[src/rtl/sdram_pkg.sv]
// Shared definitions for the SDRAM request arbiter: command pin encodings,
// the queued request layout and the arbiter state encoding.
package sdram_pkg;

    localparam logic [3:0] CMD_WRITE   = 4'b0100;
    localparam logic [3:0] CMD_READ    = 4'b0101;
    localparam logic [3:0] CMD_REFRESH = 4'b0001;

    localparam int REQ_ADDR_W = 22;
    localparam int REQ_DATA_W = 16;

    typedef struct packed {
        logic                  we;
        logic [REQ_ADDR_W-1:0] addr;
        logic [REQ_DATA_W-1:0] data;
    } sdram_req_t;

    typedef enum logic [1:0] {
        ST_IDLE     = 2'd0,
        ST_WR_ISSUE = 2'd1,
        ST_RD_ISSUE = 2'd2,
        ST_RD_DONE  = 2'd3
    } arb_state_e;

    function automatic logic is_write_cmd(input logic [3:0] cmd);
        return (cmd == CMD_WRITE);
    endfunction

endpackage

[src/rtl/sdram_req_fifo.sv]
// Synchronous show-ahead request queue; full/empty flags are registered and a
// push is still taken when full provided the head is popped in the same cycle.
module sdram_req_fifo
    import sdram_pkg::*;
#(
    parameter int Width = 39,
    parameter int Depth = 4
) (
    input  logic             i_clk,
    input  logic             i_rst_n,
    input  logic             i_push,
    input  logic [Width-1:0] i_din,
    input  logic             i_pop,
    output logic [Width-1:0] o_head,
    output logic             o_full,
    output logic             o_empty
);

    localparam int IdxW = $clog2(Depth);
    localparam int PtrW = IdxW + 1;

    logic [Width-1:0] mem_q [Depth];
    logic [Width-1:0] mem_d [Depth];
    logic [PtrW-1:0]  wr_ptr_q, wr_ptr_d;
    logic [PtrW-1:0]  rd_ptr_q, rd_ptr_d;
    logic             full_q, full_d;
    logic             empty_q, empty_d;
    logic             do_push_s;
    logic             do_pop_s;

    // Pointer, storage and flag next-state.
    always_comb begin
        mem_d     = mem_q;
        do_pop_s  = i_pop && !empty_q;
        do_push_s = i_push && (!full_q || do_pop_s);
        wr_ptr_d  = wr_ptr_q;
        rd_ptr_d  = rd_ptr_q;
        if (do_push_s) begin
            mem_d[wr_ptr_q[IdxW-1:0]] = i_din;
            wr_ptr_d = wr_ptr_q + PtrW'(1'b1);
        end else begin
            wr_ptr_d = wr_ptr_q;
        end
        if (do_pop_s) begin
            rd_ptr_d = rd_ptr_q + PtrW'(1'b1);
        end else begin
            rd_ptr_d = rd_ptr_q;
        end
        // Pointers carry one extra wrap bit so full and empty are distinguishable.
        full_d  = (wr_ptr_d[PtrW-1] != rd_ptr_d[PtrW-1]) &&
                  (wr_ptr_d[IdxW-1:0] == rd_ptr_d[IdxW-1:0]);
        empty_d = (wr_ptr_d == rd_ptr_d);
    end

    // Queue state registers with synchronous reset.
    always_ff @(posedge i_clk) begin
        if (!i_rst_n) begin
            wr_ptr_q <= {PtrW{1'b0}};
            rd_ptr_q <= {PtrW{1'b0}};
            full_q   <= 1'b0;
            empty_q  <= 1'b1;
            for (int i = 0; i < Depth; i++) begin
                mem_q[i] <= {Width{1'b0}};
            end
        end else begin
            wr_ptr_q <= wr_ptr_d;
            rd_ptr_q <= rd_ptr_d;
            full_q   <= full_d;
            empty_q  <= empty_d;
            mem_q    <= mem_d;
        end
    end

    assign o_head  = mem_q[rd_ptr_q[IdxW-1:0]];
    assign o_full  = full_q;
    assign o_empty = empty_q;

endmodule

[src/rtl/sdram_req_arbiter.sv]
// Queues user read/write requests and hands them one at a time to the SDRAM
// controller. Define SDRAM_REQ_ARB_TIMEOUT_EN to add the o_err watchdog.
module sdram_req_arbiter
    import sdram_pkg::*;
#(
    parameter int AddrWidth     = 22,
    parameter int DataWidth     = 16,
    parameter int FifoDepth     = 4,
    parameter int TimeoutCycles = 64
) (
    input  logic                 i_dram_clk,
    input  logic                 i_rst_n,
    input  logic                 i_req_valid,
    output logic                 o_req_ready,
    input  logic                 i_req_we,
    input  logic [AddrWidth-1:0] i_req_addr,
    input  logic [DataWidth-1:0] i_req_data,
    output logic                 o_rsp_valid,
    output logic [DataWidth-1:0] o_rsp_data,
    output logic                 o_idle,
    output logic                 o_wr_req,
    output logic [AddrWidth-1:0] o_wr_addr,
    output logic [DataWidth-1:0] o_wr_data,
    output logic                 o_rd_req,
    output logic [AddrWidth-1:0] o_rd_addr,
    input  logic [DataWidth-1:0] i_rd_data,
    input  logic                 i_rd_rdy,
`ifdef SDRAM_REQ_ARB_TIMEOUT_EN
    output logic                 o_err,
`endif
    input  logic                 i_cmd_cs_n,
    input  logic                 i_cmd_ras_n,
    input  logic                 i_cmd_cas_n,
    input  logic                 i_cmd_we_n
);

    localparam int EntryW = 1 + AddrWidth + DataWidth;

    arb_state_e           state_q, state_d;
    logic                 wr_req_q, wr_req_d;
    logic                 rd_req_q, rd_req_d;
    logic [AddrWidth-1:0] wr_addr_q, wr_addr_d;
    logic [DataWidth-1:0] wr_data_q, wr_data_d;
    logic [AddrWidth-1:0] rd_addr_q, rd_addr_d;
    logic                 rsp_valid_q, rsp_valid_d;
    logic [DataWidth-1:0] rsp_data_q, rsp_data_d;

    logic                 fifo_full_s;
    logic                 fifo_empty_s;
    logic                 push_s;
    logic                 pop_s;
    logic [EntryW-1:0]    fifo_head_s;
    logic                 head_we_s;
    logic [AddrWidth-1:0] head_addr_s;
    logic [DataWidth-1:0] head_data_s;
    logic                 write_hit_s;

`ifdef SDRAM_REQ_ARB_TIMEOUT_EN
    localparam int            CntW     = $clog2(TimeoutCycles + 1);
    localparam logic [CntW-1:0] CntLimit = CntW'(TimeoutCycles - 1);
    logic [CntW-1:0] cnt_q, cnt_d;
    logic            err_q, err_d;
`endif

    assign push_s      = i_req_valid && !fifo_full_s;
    assign write_hit_s = is_write_cmd({i_cmd_cs_n, i_cmd_ras_n, i_cmd_cas_n, i_cmd_we_n});
    assign {head_we_s, head_addr_s, head_data_s} = fifo_head_s;

    sdram_req_fifo #(
        .Width (EntryW),
        .Depth (FifoDepth)
    ) u_fifo (
        .i_clk   (i_dram_clk),
        .i_rst_n (i_rst_n),
        .i_push  (push_s),
        .i_din   ({i_req_we, i_req_addr, i_req_data}),
        .i_pop   (pop_s),
        .o_head  (fifo_head_s),
        .o_full  (fifo_full_s),
        .o_empty (fifo_empty_s)
    );

    // Issue FSM next-state and registered output values.
    always_comb begin
        state_d     = state_q;
        wr_req_d    = wr_req_q;
        rd_req_d    = rd_req_q;
        wr_addr_d   = wr_addr_q;
        wr_data_d   = wr_data_q;
        rd_addr_d   = rd_addr_q;
        rsp_valid_d = 1'b0;
        rsp_data_d  = rsp_data_q;
        pop_s       = 1'b0;
`ifdef SDRAM_REQ_ARB_TIMEOUT_EN
        cnt_d       = cnt_q;
        err_d       = err_q;
`endif
        case (state_q)
            ST_IDLE: begin
                wr_req_d = 1'b0;
                rd_req_d = 1'b0;
                if (!fifo_empty_s) begin
                    pop_s = 1'b1;
`ifdef SDRAM_REQ_ARB_TIMEOUT_EN
                    cnt_d = {CntW{1'b0}};
`endif
                    if (head_we_s) begin
                        state_d   = ST_WR_ISSUE;
                        wr_req_d  = 1'b1;
                        wr_addr_d = head_addr_s;
                        wr_data_d = head_data_s;
                    end else begin
                        state_d   = ST_RD_ISSUE;
                        rd_req_d  = 1'b1;
                        rd_addr_d = head_addr_s;
                    end
                end else begin
                    state_d = ST_IDLE;
                end
            end
            ST_WR_ISSUE: begin
                // Refresh or other commands only lengthen the hold; only WRITE completes it.
                if (write_hit_s) begin
                    wr_req_d = 1'b0;
                    state_d  = ST_IDLE;
                end else begin
`ifdef SDRAM_REQ_ARB_TIMEOUT_EN
                    if (cnt_q == CntLimit) begin
                        err_d    = 1'b1;
                        wr_req_d = 1'b0;
                        state_d  = ST_IDLE;
                    end else begin
                        cnt_d    = cnt_q + CntW'(1'b1);
                        wr_req_d = 1'b1;
                    end
`else
                    wr_req_d = 1'b1;
`endif
                end
            end
            ST_RD_ISSUE: begin
                if (i_rd_rdy) begin
                    rd_req_d    = 1'b0;
                    rsp_data_d  = i_rd_data;
                    rsp_valid_d = 1'b1;
                    state_d     = ST_RD_DONE;
                end else begin
`ifdef SDRAM_REQ_ARB_TIMEOUT_EN
                    if (cnt_q == CntLimit) begin
                        err_d    = 1'b1;
                        rd_req_d = 1'b0;
                        state_d  = ST_IDLE;
                    end else begin
                        cnt_d    = cnt_q + CntW'(1'b1);
                        rd_req_d = 1'b1;
                    end
`else
                    rd_req_d = 1'b1;
`endif
                end
            end
            ST_RD_DONE: begin
                state_d = ST_IDLE;
            end
            default: begin
                state_d  = ST_IDLE;
                wr_req_d = 1'b0;
                rd_req_d = 1'b0;
            end
        endcase
    end

    // FSM and output registers with synchronous reset.
    always_ff @(posedge i_dram_clk) begin
        if (!i_rst_n) begin
            state_q     <= ST_IDLE;
            wr_req_q    <= 1'b0;
            rd_req_q    <= 1'b0;
            wr_addr_q   <= {AddrWidth{1'b0}};
            wr_data_q   <= {DataWidth{1'b0}};
            rd_addr_q   <= {AddrWidth{1'b0}};
            rsp_valid_q <= 1'b0;
            rsp_data_q  <= {DataWidth{1'b0}};
        end else begin
            state_q     <= state_d;
            wr_req_q    <= wr_req_d;
            rd_req_q    <= rd_req_d;
            wr_addr_q   <= wr_addr_d;
            wr_data_q   <= wr_data_d;
            rd_addr_q   <= rd_addr_d;
            rsp_valid_q <= rsp_valid_d;
            rsp_data_q  <= rsp_data_d;
        end
    end

`ifdef SDRAM_REQ_ARB_TIMEOUT_EN
    // Watchdog counter and sticky error flag.
    always_ff @(posedge i_dram_clk) begin
        if (!i_rst_n) begin
            cnt_q <= {CntW{1'b0}};
            err_q <= 1'b0;
        end else begin
            cnt_q <= cnt_d;
            err_q <= err_d;
        end
    end

    assign o_err = err_q;
`endif

    assign o_req_ready = !fifo_full_s;
    assign o_idle      = (state_q == ST_IDLE) && fifo_empty_s;
    assign o_wr_req    = wr_req_q;
    assign o_wr_addr   = wr_addr_q;
    assign o_wr_data   = wr_data_q;
    assign o_rd_req    = rd_req_q;
    assign o_rd_addr   = rd_addr_q;
    assign o_rsp_valid = rsp_valid_q;
    assign o_rsp_data  = rsp_data_q;

endmodule

[config.mk]
export PLATFORM = sky130hd
export DESIGN_NAME = sdram_req_arbiter
export DESIGN_NICKNAME = d
export VERILOG_FILES = /design/src/rtl/sdram_pkg.sv /design/src/rtl/sdram_req_fifo.sv /design/src/rtl/sdram_req_arbiter.sv
export SDC_FILE = /design/constraint.sdc
export NUM_CORES = 1
export LEC_CHECK = 0
export CORE_MARGIN = 5
export CORE_UTILIZATION = 58
export DETAILED_ROUTE_END_ITERATION = 6
export PLACE_DENSITY = 0.9
export SLEW_MARGIN = 20
export SYNTH_ARGS = -nofsm -noshare
export SYNTH_HDL_FRONTEND = slang
export SYNTH_SLANG_ARGS = --single-unit
[constraint.sdc]
create_clock -name i_dram_clk -period 2.8 [get_ports i_dram_clk]
set_input_delay 0.56 -clock i_dram_clk [delete_from_list [all_inputs] [get_ports i_dram_clk]]
set_output_delay 0.56 -clock i_dram_clk [all_outputs]
set_load 0.02 [all_outputs]
## Yosys cells after proc, flatten, opt, wreduce, memory -nomap -nowiden

Cells that the tools add are included.

- Register bits: 245

- Add/subtract/negate cells: 2
- Magnitude comparators: 3
- Equality and inequality tests: 9
- Multiplexer cells: 24
- Bitwise operators: 4
- Reductions and logical operators: 17

Operator list:

| cell | count |
|---|---|
| 156-bit bitwise mux | 1 |
| 39-bit two-way mux | 3 |
| 39-bit binary-select mux with 2-bit select | 1 |
| 39-bit demux with 2-bit select | 1 |
| 1-bit two-way mux | 9 |
| 2-bit two-way mux | 4 |
| 2-bit one-hot mux with 4 select lines | 1 |
| 3-bit by 1-bit adder with 3-bit output, second input constant | 2 |
| 3-bit greater-or-equal comparator, second input constant | 2 |
| 1-bit logical AND | 6 |
| 3-bit two-way mux | 2 |
| 2-bit inverter with 3-bit output | 2 |
| 2-bit AND reduction | 3 |
| 3-bit AND reduction | 2 |
| 2-bit equality test, second input constant | 2 |
| 4-bit by 3-bit equality test with 1-bit output, second input constant | 1 |
| 2-bit inequality test, second input constant | 2 |
| 1-bit one-hot mux with 2 select lines | 2 |
| 2-bit nonzero test | 2 |
| 3-bit equality test | 1 |
| 3-bit by 1-bit less-than comparator with 1-bit output, second input constant | 1 |
| 2-bit by 1-bit equality test with 1-bit output, second input constant | 1 |
| 2-bit equality test | 1 |
| 1-bit zero test | 2 |
| 4 further kinds | 5 |

## Depth between registers and ports, before layout

Gate-level depths: netlist of the first run.

- Depth in word-level cells: 8
- Mapped depth: 7

## Hierarchy

From an unflattened synthesis of the first run, not the netlist that was laid out.

- Cell total of the unflattened synthesis: 1,131
- Area, all modules: 10,171.0 sq um

By module, submodules not included:

| module | instances | cells an instance | area an instance (sq um) |
|---|---|---|---|
| sdram_req_fifo | 1 | 772 | 7,133.1 |
| sdram_req_arbiter | 1 | 359 | 3,037.9 |

## Least setup slack after synthesis of the first run

Ideal clock, no wire load.

- Path type: in2reg
- From: in i_req_valid
- To: reg u_fifo.empty_q (netlist: u_fifo.o_empty)
- Library setup time: 129 ps
- Arrival time: 1,632 ps
- Data required time: 2,671 ps
- Slack: 1,039 ps
- Stages on the path: 6
- Path buffers: 1
- Cell sequence: nor2b_1 buf_2 nor2_1 mux4_2 mux2i_1 o21ai_1

- Word-level cells in the longest chain between the ends: 4

Ends and longest elaborated chain:

| element | RTL line | RTL |
|---|---|---|
| start: declaration | sdram_req_arbiter.sv:13 | `input logic i_req_valid,` |
| 1-bit logical AND | sdram_req_arbiter.sv:65 | `assign push_s = i_req_valid && !fifo_full_s;` |
| 1-bit logical AND | sdram_req_fifo.sv:35 | `do_push_s = i_push && (!full_q \|\| do_pop_s);` |
| 3-bit two-way mux | sdram_req_fifo.sv:38 | `if (do_push_s) begin` |
| 3-bit equality test | sdram_req_fifo.sv:52 | `empty_d = (wr_ptr_d == rd_ptr_d);` |
| end signal: assignment | sdram_req_fifo.sv:69 | `empty_q <= empty_d;` |
| end: declaration | sdram_req_fifo.sv:27 | `logic empty_q, empty_d;` |

No other way between the ends.
A chain may end at the register's enable or synchronous reset.

## Worst setup path in the final report of the first run

- From: reg state_q[1]
- To: out o_idle

- Word-level cells in the longest chain between the ends: 2

Ends and longest elaborated chain:

| element | RTL line | RTL |
|---|---|---|
| start: declaration | sdram_req_arbiter.sv:39 | `arb_state_e state_q, state_d;` |
| start signal: assignment | sdram_req_arbiter.sv:185 | `state_q <= state_d;` |
| 2-bit zero test | sdram_req_arbiter.sv:212 | `assign o_idle = (state_q == ST_IDLE) && fifo_empty_s;` |
| 1-bit logical AND | sdram_req_arbiter.sv:212 |  |
| end: declaration | sdram_req_arbiter.sv:20 | `output logic o_idle,` |

No other way between the ends.

==> results of run 1 <==
==> routing by layer <==
layer / GRT usage (%) / vias to the layer above / wire length, µm
li1: - / 3862 / -
met1: 31.4 / 3928 / 10300
met2: 44.8 / 317 / 13000
met3: 3.39 / 45 / 1680
met4: 8.38 / 0 / 533
met5: 0 / - / 0
==> path summary, 6_finish.rpt <==
kind | from | end | slack, ns | cells past startpoint
max reg2reg | u_fifo.rd_ptr_q[0]$_SDFF_PN0_ | o_wr_addr[5]$_SDFFE_PN0P_ | 0.62 | 5
min | o_wr_addr[18]$_SDFFE_PN0P_ | o_wr_addr[18]$_SDFFE_PN0P_ | 0.45 | 2
max | state_q[1]$_SDFFE_PN0P_ | o_idle | 0.28 | 2
min reg2reg | o_wr_addr[18]$_SDFFE_PN0P_ | o_wr_addr[18]$_SDFFE_PN0P_ | 0.45 | 2
==> area by class of cell <==
cell class	count	area (µm²)	area share, %
clock buffer	37	741	5.88
clock inverter	6	55.1	0.437
inverter	5	18.8	0.149
multi-input combinational	768	4840	38.4
sequential	245	4910	39.0
tap	225	282	2.23
timing repair buffer	167	1760	14.0
==> cells by family (layout without fill, tap and decap cells) <==
| logic type | Yosys count | in the layout |
|---|---|---|
| simple gates | 474 | 474 |
| xor+xnor | 6 | 6 |
| flops | 245 | 245 |
| compound gates | 218 | 218 |
| buf+inv | 89 | 215 |
| fa+ha+maj | 5 | 5 |
| mux | 65 | 65 |
==> where the power goes <==
| part | internal [µW] | switching [µW] | total (µW) |
|---|---|---|---|
| logic | 875 | 928 | 1800 |
| registers | 3680 | 184 | 3870 |
| clock network | 1910 | 1300 | 3200 |
| total | 6460 | 2410 | 8870 |
==> worst reg2reg max path, stage by stage, from the launching register on <==
cell and delay, ns:
sky130_fd_sc_hd__dfxtp_4 0.51, sky130_fd_sc_hd__mux4_2 0.61, sky130_fd_sc_hd__nand2_2 0.44, sky130_fd_sc_hd__buf_4 0.29
sky130_fd_sc_hd__nand2_1 0.09, sky130_fd_sc_hd__a21boi_1 0.17
==> registers in the layout (all words and copies together) (netlist names), 2 cells and up <==
signal / flops
o_rsp_data: 16
u_fifo.mem_q: 156
o_wr_addr: 22
u_fifo.wr_ptr_q: 3
o_rd_addr: 22
u_fifo.rd_ptr_q: 3
state_q: 2
o_wr_data: 16
==> Yosys cell counts (2+ instances only) <==
cell type | instances | area [µm²]
sky130_fd_sc_hd__a21boi_1 | 38 | 285
sky130_fd_sc_hd__and2_1 | 9 | 56.3
sky130_fd_sc_hd__dfxtp_1 | 245 | 4900
sky130_fd_sc_hd__mux4_2 | 41 | 923
sky130_fd_sc_hd__ha_1 | 5 | 62.6
sky130_fd_sc_hd__clkbuf_1 | 54 | 203
sky130_fd_sc_hd__buf_4 | 4 | 30.0
sky130_fd_sc_hd__nand2_1 | 426 | 1600
sky130_fd_sc_hd__nor2_1 | 4 | 15.0
sky130_fd_sc_hd__xor2_1 | 3 | 26.3
sky130_fd_sc_hd__buf_6 | 3 | 33.8
sky130_fd_sc_hd__o21a_1 | 2 | 15.0
sky130_fd_sc_hd__inv_1 | 5 | 18.8
sky130_fd_sc_hd__mux2i_1 | 24 | 240
sky130_fd_sc_hd__buf_1 | 2 | 7.51
sky130_fd_sc_hd__a21boi_0 | 173 | 1300
sky130_fd_sc_hd__nor2b_1 | 29 | 181
sky130_fd_sc_hd__xnor2_1 | 3 | 26.3
sky130_fd_sc_hd__buf_2 | 20 | 100
==> stage by stage <==
| stage | power [µW] | cells |
|---|---|---|
| 2_1_floorplan | 5130 | 1102 |
| 3_3_place_gp | 5690 | 1410 |
| 3_5_place_dp | 5730 | 1410 |
| 4_1_cts | 8930 | 1453 |
| 5_1_grt | 9240 | 1453 |
| 6_report | 8870 | 1453 |
==> results.py, run 1 <==
metrics = {
    "synth": {
        "post_synth_edffs": 0,
        "mappedNetlistArea_um2": 10100,
        "synth_mux_area_share_pct": 11.5,
        "post_synth_inst_count": 1102,
        "syn-num-nets": 1170,
        "synth_cell_types": 31,
        "share_of_synthesized_flip_flops_with_an_asynchronous_set_or_reset_pct": 0,
        "synth.ff_latch_count": 245,
        "synth_top_flop_cell": "sky130_fd_sc_hd__dfxtp_1",
        "yosys.area_share.adder_pct": 0.618,
        "largest_family_of_logic_cells_by_synthesized_area": "simple AND/OR/NAND/NOR gates",
        "synth-seq-area-share_pct": 48.4,
        "synth_compound_area_share_pct": 16.1,
        "post_synth_xor_area_fraction_pct": 0.519,
        "postSynthAreaPerCell_um2": 9.19,
        "yosysWarnings": 0,
        "yosys.area_share.simple_pct": 18.8,
    },
    "final_layout": {
        "final_util_pct": 73.1,
        "layout.cells.most_common_list": "sky130_fd_sc_hd__nand2_1, sky130_fd_sc_hd__dfxtp_1, sky130_fd_sc_hd__a21boi_0",
        "layout-area-overhead-vs-synth_pct": 24.4,
        "drive_gt1_share_pct": 9.53,
        "finalNetCount": 1279,
        "fillerInstances": 1170,
        "layout.cell_area.non_filler_um2": 12600,
        "insertedDiodeCount": 0,
        "mostFrequentLayoutCell": "sky130_fd_sc_hd__nand2_1",
    },
    "timing": {
        "unrepaired_setup_endpoints_after_global_routing": "false",
        "slew_headroom_pct": 52.3,
        "tns_ns": 0,
        "hold_viol": 0,
        "setup_viol_count_final": 0,
        "setup_ws_ns": 0.276,
        "holdWs_ns": 0.451,
        "period_minus_slack_ns": 2.52,
        "clock_skew_ns": 0.0125,
        "tightestPinTransition_ns": 0.716,
        "final.period_utilization_pct": 90.1,
        "fmax_ghz": 0.396,
        "number_of_max_slew_violations_in_the_final_report": 0,
    },
    "clock_network": {
        "cts_made_buffers": 24,
        "cts_root_buffer": "sky130_fd_sc_hd__clkbuf_16",
        "cts_resized": 0,
        "post-cts-setup-buffer-count": 0,
        "worst_skew_pair.late_latency_ns": 0.51,
        "clock_pin_slew_of_the_registers_on_the_worst_case_setup_and_hold_paths_ns": 0.06,
        "cts_max_path_buffers": 3,
        "clkSinkCount": 245,
        "holdBufCountCts": 0,
        "tritoncts": "done",
        "cts_max_level": 1,
    },
    "floorplanning": {
        "dieArea_um2": 20200,
        "die_height_um": 142,
        "core.rowCount": 48,
        "initial_cell_density_of_the_core_pct": 58.8,
        "core_um2": 17200,
        "design.portCount": 144,
        "die_w_um": 142,
    },
    "worst_setup_path": {
        "timing.setup.critical_path_class": "reg2out",
        "arrival_ns": 1.96,
        "worstPathBufferInverterCount": 1,
        "worstPathCellList": "nor3b_1, clkdlybuf4s50_1",
        "setup.worst_path.start_class": "register",
        "cpMaxStageDelayCell": "sky130_fd_sc_hd__clkdlybuf4s50_1",
        "critical_path.max_fanout": 6,
        "critical_path.max_stage_delay_ns": 0.68,
        "crit_path_end_kind": "output port",
        "critical_path_required_ns": 2.24,
        "cpLargestDelayFamily": "buffers and inverters",
    },
    "outcome": {
        "outcome": "finished, final reports clean",
    },
    "pwr": {
        "static_leakage_power_uw": 0.00427,
        "pd_cells_nw_per_um2": 704,
        "worst_ir_drop_vdd_v": 0.000520,
    },
    "routing": {
        "total_length_of_routed_wires_mm": 25.6,
        "routed-via-count": 8152,
        "dr.pass1.iters": 5,
        "detail_route.vias_per_cell": 5.61,
        "post-route-drc-count": 0,
        "antenna_violating_nets_post_route": 0,
        "avgRoutedWirePerCell_um": 17.6,
        "drt_iter0_markers": 593,
    },
    "place": {
        "detailedPlace.worstSlack_ns": 0.340,
        "io_buffer_count": 143,
        "detailed_place_hpwl_mm": 16.1,
        "routabilityCongestion": 0.755,
        "postPlaceCellArea_um2": 11800,
    },
    "global_routing": {
        "number_of_global_route_vias_before_repair": 8319,
        "maximum_number_of_pins_on_one_net_before_global_route_repair": 82,
        "number_of_antenna_violations_at_the_first_check_in_global_routing": 0,
        "grt_first_pass_wirelength_mm": 41.5,
        "grt_remaining_overflow": 0,
        "grtUsageTotal_pct": 25.1,
    },
    "run": {
        "max_cap_violations": 0,
    },
    "hold_path": {
        "min_path_type": "reg2reg",
    },
}
No activity file was read; power rests on OpenSTA's default activity.
==> run 2: changes to the inputs <==
--- a/config.mk
+++ b/config.mk
@@ -8,6 +8,7 @@
 export CORE_MARGIN = 5
 export CORE_UTILIZATION = 58
 export DETAILED_ROUTE_END_ITERATION = 6
+export GPL_TIMING_DRIVEN = 0
 export PLACE_DENSITY = 0.9
 export SLEW_MARGIN = 20
 export SYNTH_ARGS = -nofsm -noshare
==> run 2 against run 1 <==
Cell area is 0.32% higher. Hold slack worse by 0.0010 ns. Worst setup slack better by 0.030 ns. Sequential share of layout area is 0.16 points lower. Register-to-register slack better by 0.03 ns. Sequential cell count stayed put. Clock power is 3% higher. Power is 1.7% higher. Final cell count is 4.0% higher. Maximum frequency is 1.2% higher. Critical endpoint unchanged. Largest cell class unchanged.
==> results.py, run 2 (synthesis results as in run 1) <==
metrics = {
    "worst_setup_path": {
        "r2r_setup_slack_ns": 0.65,
        "setup.worst_path.start_class": "register",
        "regToRegEndpoint": "u_fifo.mem_q[28]$_SDFFE_PN0P_",
        "cpMaxStageDelayCell": "sky130_fd_sc_hd__clkdlybuf4s50_1",
        "arrival_ns": 1.93,
        "critical_path.max_stage_delay_ns": 0.68,
        "timing.setup.critical_path_class": "reg2out",
        "critical_path_required_ns": 2.24,
        "worstPathCellList": "nor3b_1, clkdlybuf4s50_1",
        "crit_path_end_kind": "output port",
        "worstRegToRegCells": 6,
        "critical_path.max_fanout": 6,
        "worstPathBufferInverterCount": 1,
        "cpLargestDelayFamily": "buffers and inverters",
        "crit_reg_reg_startpoint": "u_fifo.wr_ptr_q[0]$_SDFF_PN0_",
    },
    "global_routing": {
        "grtUsageTotal_pct": 27.2,
        "grt_first_pass_wirelength_mm": 44.5,
        "number_of_antenna_violations_at_the_first_check_in_global_routing": 0,
        "grt_remaining_overflow": 0,
        "maximum_number_of_pins_on_one_net_before_global_route_repair": 14,
        "number_of_global_route_vias_before_repair": 8810,
    },
    "routing": {
        "routed-via-count": 8614,
        "antenna_violating_nets_post_route": 0,
        "detail_route.vias_per_cell": 5.70,
        "post-route-drc-count": 0,
        "total_length_of_routed_wires_mm": 27.8,
        "drt_iter0_markers": 706,
        "dr.pass1.iters": 5,
        "avgRoutedWirePerCell_um": 18.4,
    },
    "pwr": {
        "total_power_uw": 9030,
        "internal-power_uw": 6530,
        "switching_share_pct": 27.6,
        "power.share.sequential_pct": 42.1,
        "power.share.combinational_pct": 21.4,
        "power.net_switching_uw": 2490,
        "static_leakage_power_uw": 0.00429,
        "clock_power_share_pct": 36.5,
        "pd_cells_nw_per_um2": 714,
        "worst_ir_drop_vdd_v": 0.000547,
    },
    "final_layout": {
        "layout-area-overhead-vs-synth_pct": 24.8,
        "final_util_pct": 73.3,
        "area_of_combinational_cells_with_multiple_inputs_um2": 4810,
        "largest_register_ffs": 156,
        "final_cells": 1511,
        "seq_area_um2": 4900,
        "regMostFlops": "u_fifo.mem_q",
        "fillerInstances": 1189,
        "mostFrequentLayoutCell": "sky130_fd_sc_hd__nand2_1",
        "finalNetCount": 1339,
        "layout.cells.most_common_list": "sky130_fd_sc_hd__nand2_1, sky130_fd_sc_hd__dfxtp_1, sky130_fd_sc_hd__a21boi_0",
        "insertedDiodeCount": 0,
        "drive_gt1_share_pct": 8.48,
    },
    "place": {
        "dpl.cell_count": 1469,
        "detailedPlace.worstSlack_ns": 0.187,
        "routabilityCongestion": 0.874,
        "detailed_place_hpwl_mm": 18.9,
        "io_buffer_count": 142,
    },
    "timing": {
        "setup_viol_count_final": 0,
        "tns_ns": 0,
        "fmax_ghz": 0.401,
        "clock_skew_ns": 0.00604,
        "final.period_utilization_pct": 89.1,
        "unrepaired_setup_endpoints_after_global_routing": "false",
        "period_minus_slack_ns": 2.49,
        "tightestPinTransition_ns": 0.793,
        "hold_viol": 0,
        "setup_ws_ns": 0.306,
        "number_of_max_slew_violations_in_the_final_report": 0,
        "slew_headroom_pct": 47.1,
    },
    "floorplanning": {
        "die_w_um": 142,
        "dieArea_um2": 20200,
        "die_height_um": 142,
        "design.portCount": 144,
        "initial_cell_density_of_the_core_pct": 58.8,
        "core.rowCount": 48,
        "core_um2": 17200,
    },
    "clock_network": {
        "cts_resized": 0,
        "clkSinkCount": 245,
        "cts_made_buffers": 25,
        "cts_max_path_buffers": 3,
        "clock_pin_slew_of_the_registers_on_the_worst_case_setup_and_hold_paths_ns": 0.06,
        "tritoncts": "done",
        "cts_root_buffer": "sky130_fd_sc_hd__clkbuf_16",
        "cts_max_level": 1,
        "worst_skew_pair.late_latency_ns": 0.51,
        "holdBufCountCts": 0,
        "post-cts-setup-buffer-count": 0,
    },
    "hold_path": {
        "holdPathEnd": "o_wr_data[9]$_SDFFE_PN0P_",
        "min_path_type": "reg2reg",
        "worst_hold_start": "o_wr_data[9]$_SDFFE_PN0P_",
        "whs_path_depth": 2,
    },
    "outcome": {
        "outcome": "finished, final reports clean",
    },
    "run": {
        "max_cap_violations": 0,
    },
}
==> run 2: cell type report <==
type	count	share of cell area [%]
Sequential cell	245	38.8
Inverter	5	0.148
Clock buffer	35	5.72
Timing Repair Buffer	142	11.2
Clock inverter	7	0.693
Multi-Input combinational cell	768	38.1
Tap cell	225	2.23
Buffer	84	3.08
==> run 2: worst reg2reg max path, cell delays in order (launching register included) <==
cell	delay, ns
sky130_fd_sc_hd__dfxtp_1	0.35
sky130_fd_sc_hd__ha_1	0.22
sky130_fd_sc_hd__nand3b_1	0.21
sky130_fd_sc_hd__clkbuf_1	0.50
sky130_fd_sc_hd__clkbuf_1	0.47
sky130_fd_sc_hd__nand2_1	0.12
sky130_fd_sc_hd__a21boi_0	0.21
==> run 2: power groups by stage <==
stage,logic [µW],registers (µW),clock network [µW]
after floorplan,1220,3910,0
after global placement,1870,3860,0
after global routing,2060,3820,3490
after CTS,1930,3790,3310
final,1930,3800,3300
after detailed placement,1910,3870,0
==> run 2: worst max path at each step <==
stage,endpoint,from,slack (ns),cells after the start
after global routing,o_idle,state_q[0]$_SDFFE_PN0P_,0.27,2
final,o_idle,state_q[1]$_SDFFE_PN0P_,0.31,2
after floorplan,u_fifo.o_empty$_SDFF_PN1_,i_req_valid,1.04,6
after CTS,o_idle,state_q[0]$_SDFFE_PN0P_,0.30,2
after detailed placement,u_fifo.mem_q[34]$_SDFFE_PN0P_,i_req_valid,0.19,8
after global placement,u_fifo.mem_q[28]$_SDFFE_PN0P_,i_req_valid,0.30,8
==> run 2: metal layers <==
layer / up-vias / global-route usage (%) / wire length [µm]
met5: - / 0 / 0
met4: 0 / 12.4 / 958
met2: 402 / 46.9 / 13700
met3: 73 / 4.13 / 2250
li1: 3988 / - / -
met1: 4151 / 33.7 / 10900
==> run 2: metrics by stage <==
step / hold WS (ns) / cell area [µm²]
after floorplan: 0.440 / 10100
after global routing: 0.468 / 12600
after global placement: 0.441 / 11800
after detailed placement: 0.444 / 11800
final: 0.450 / 12600
after CTS: 0.452 / 12600
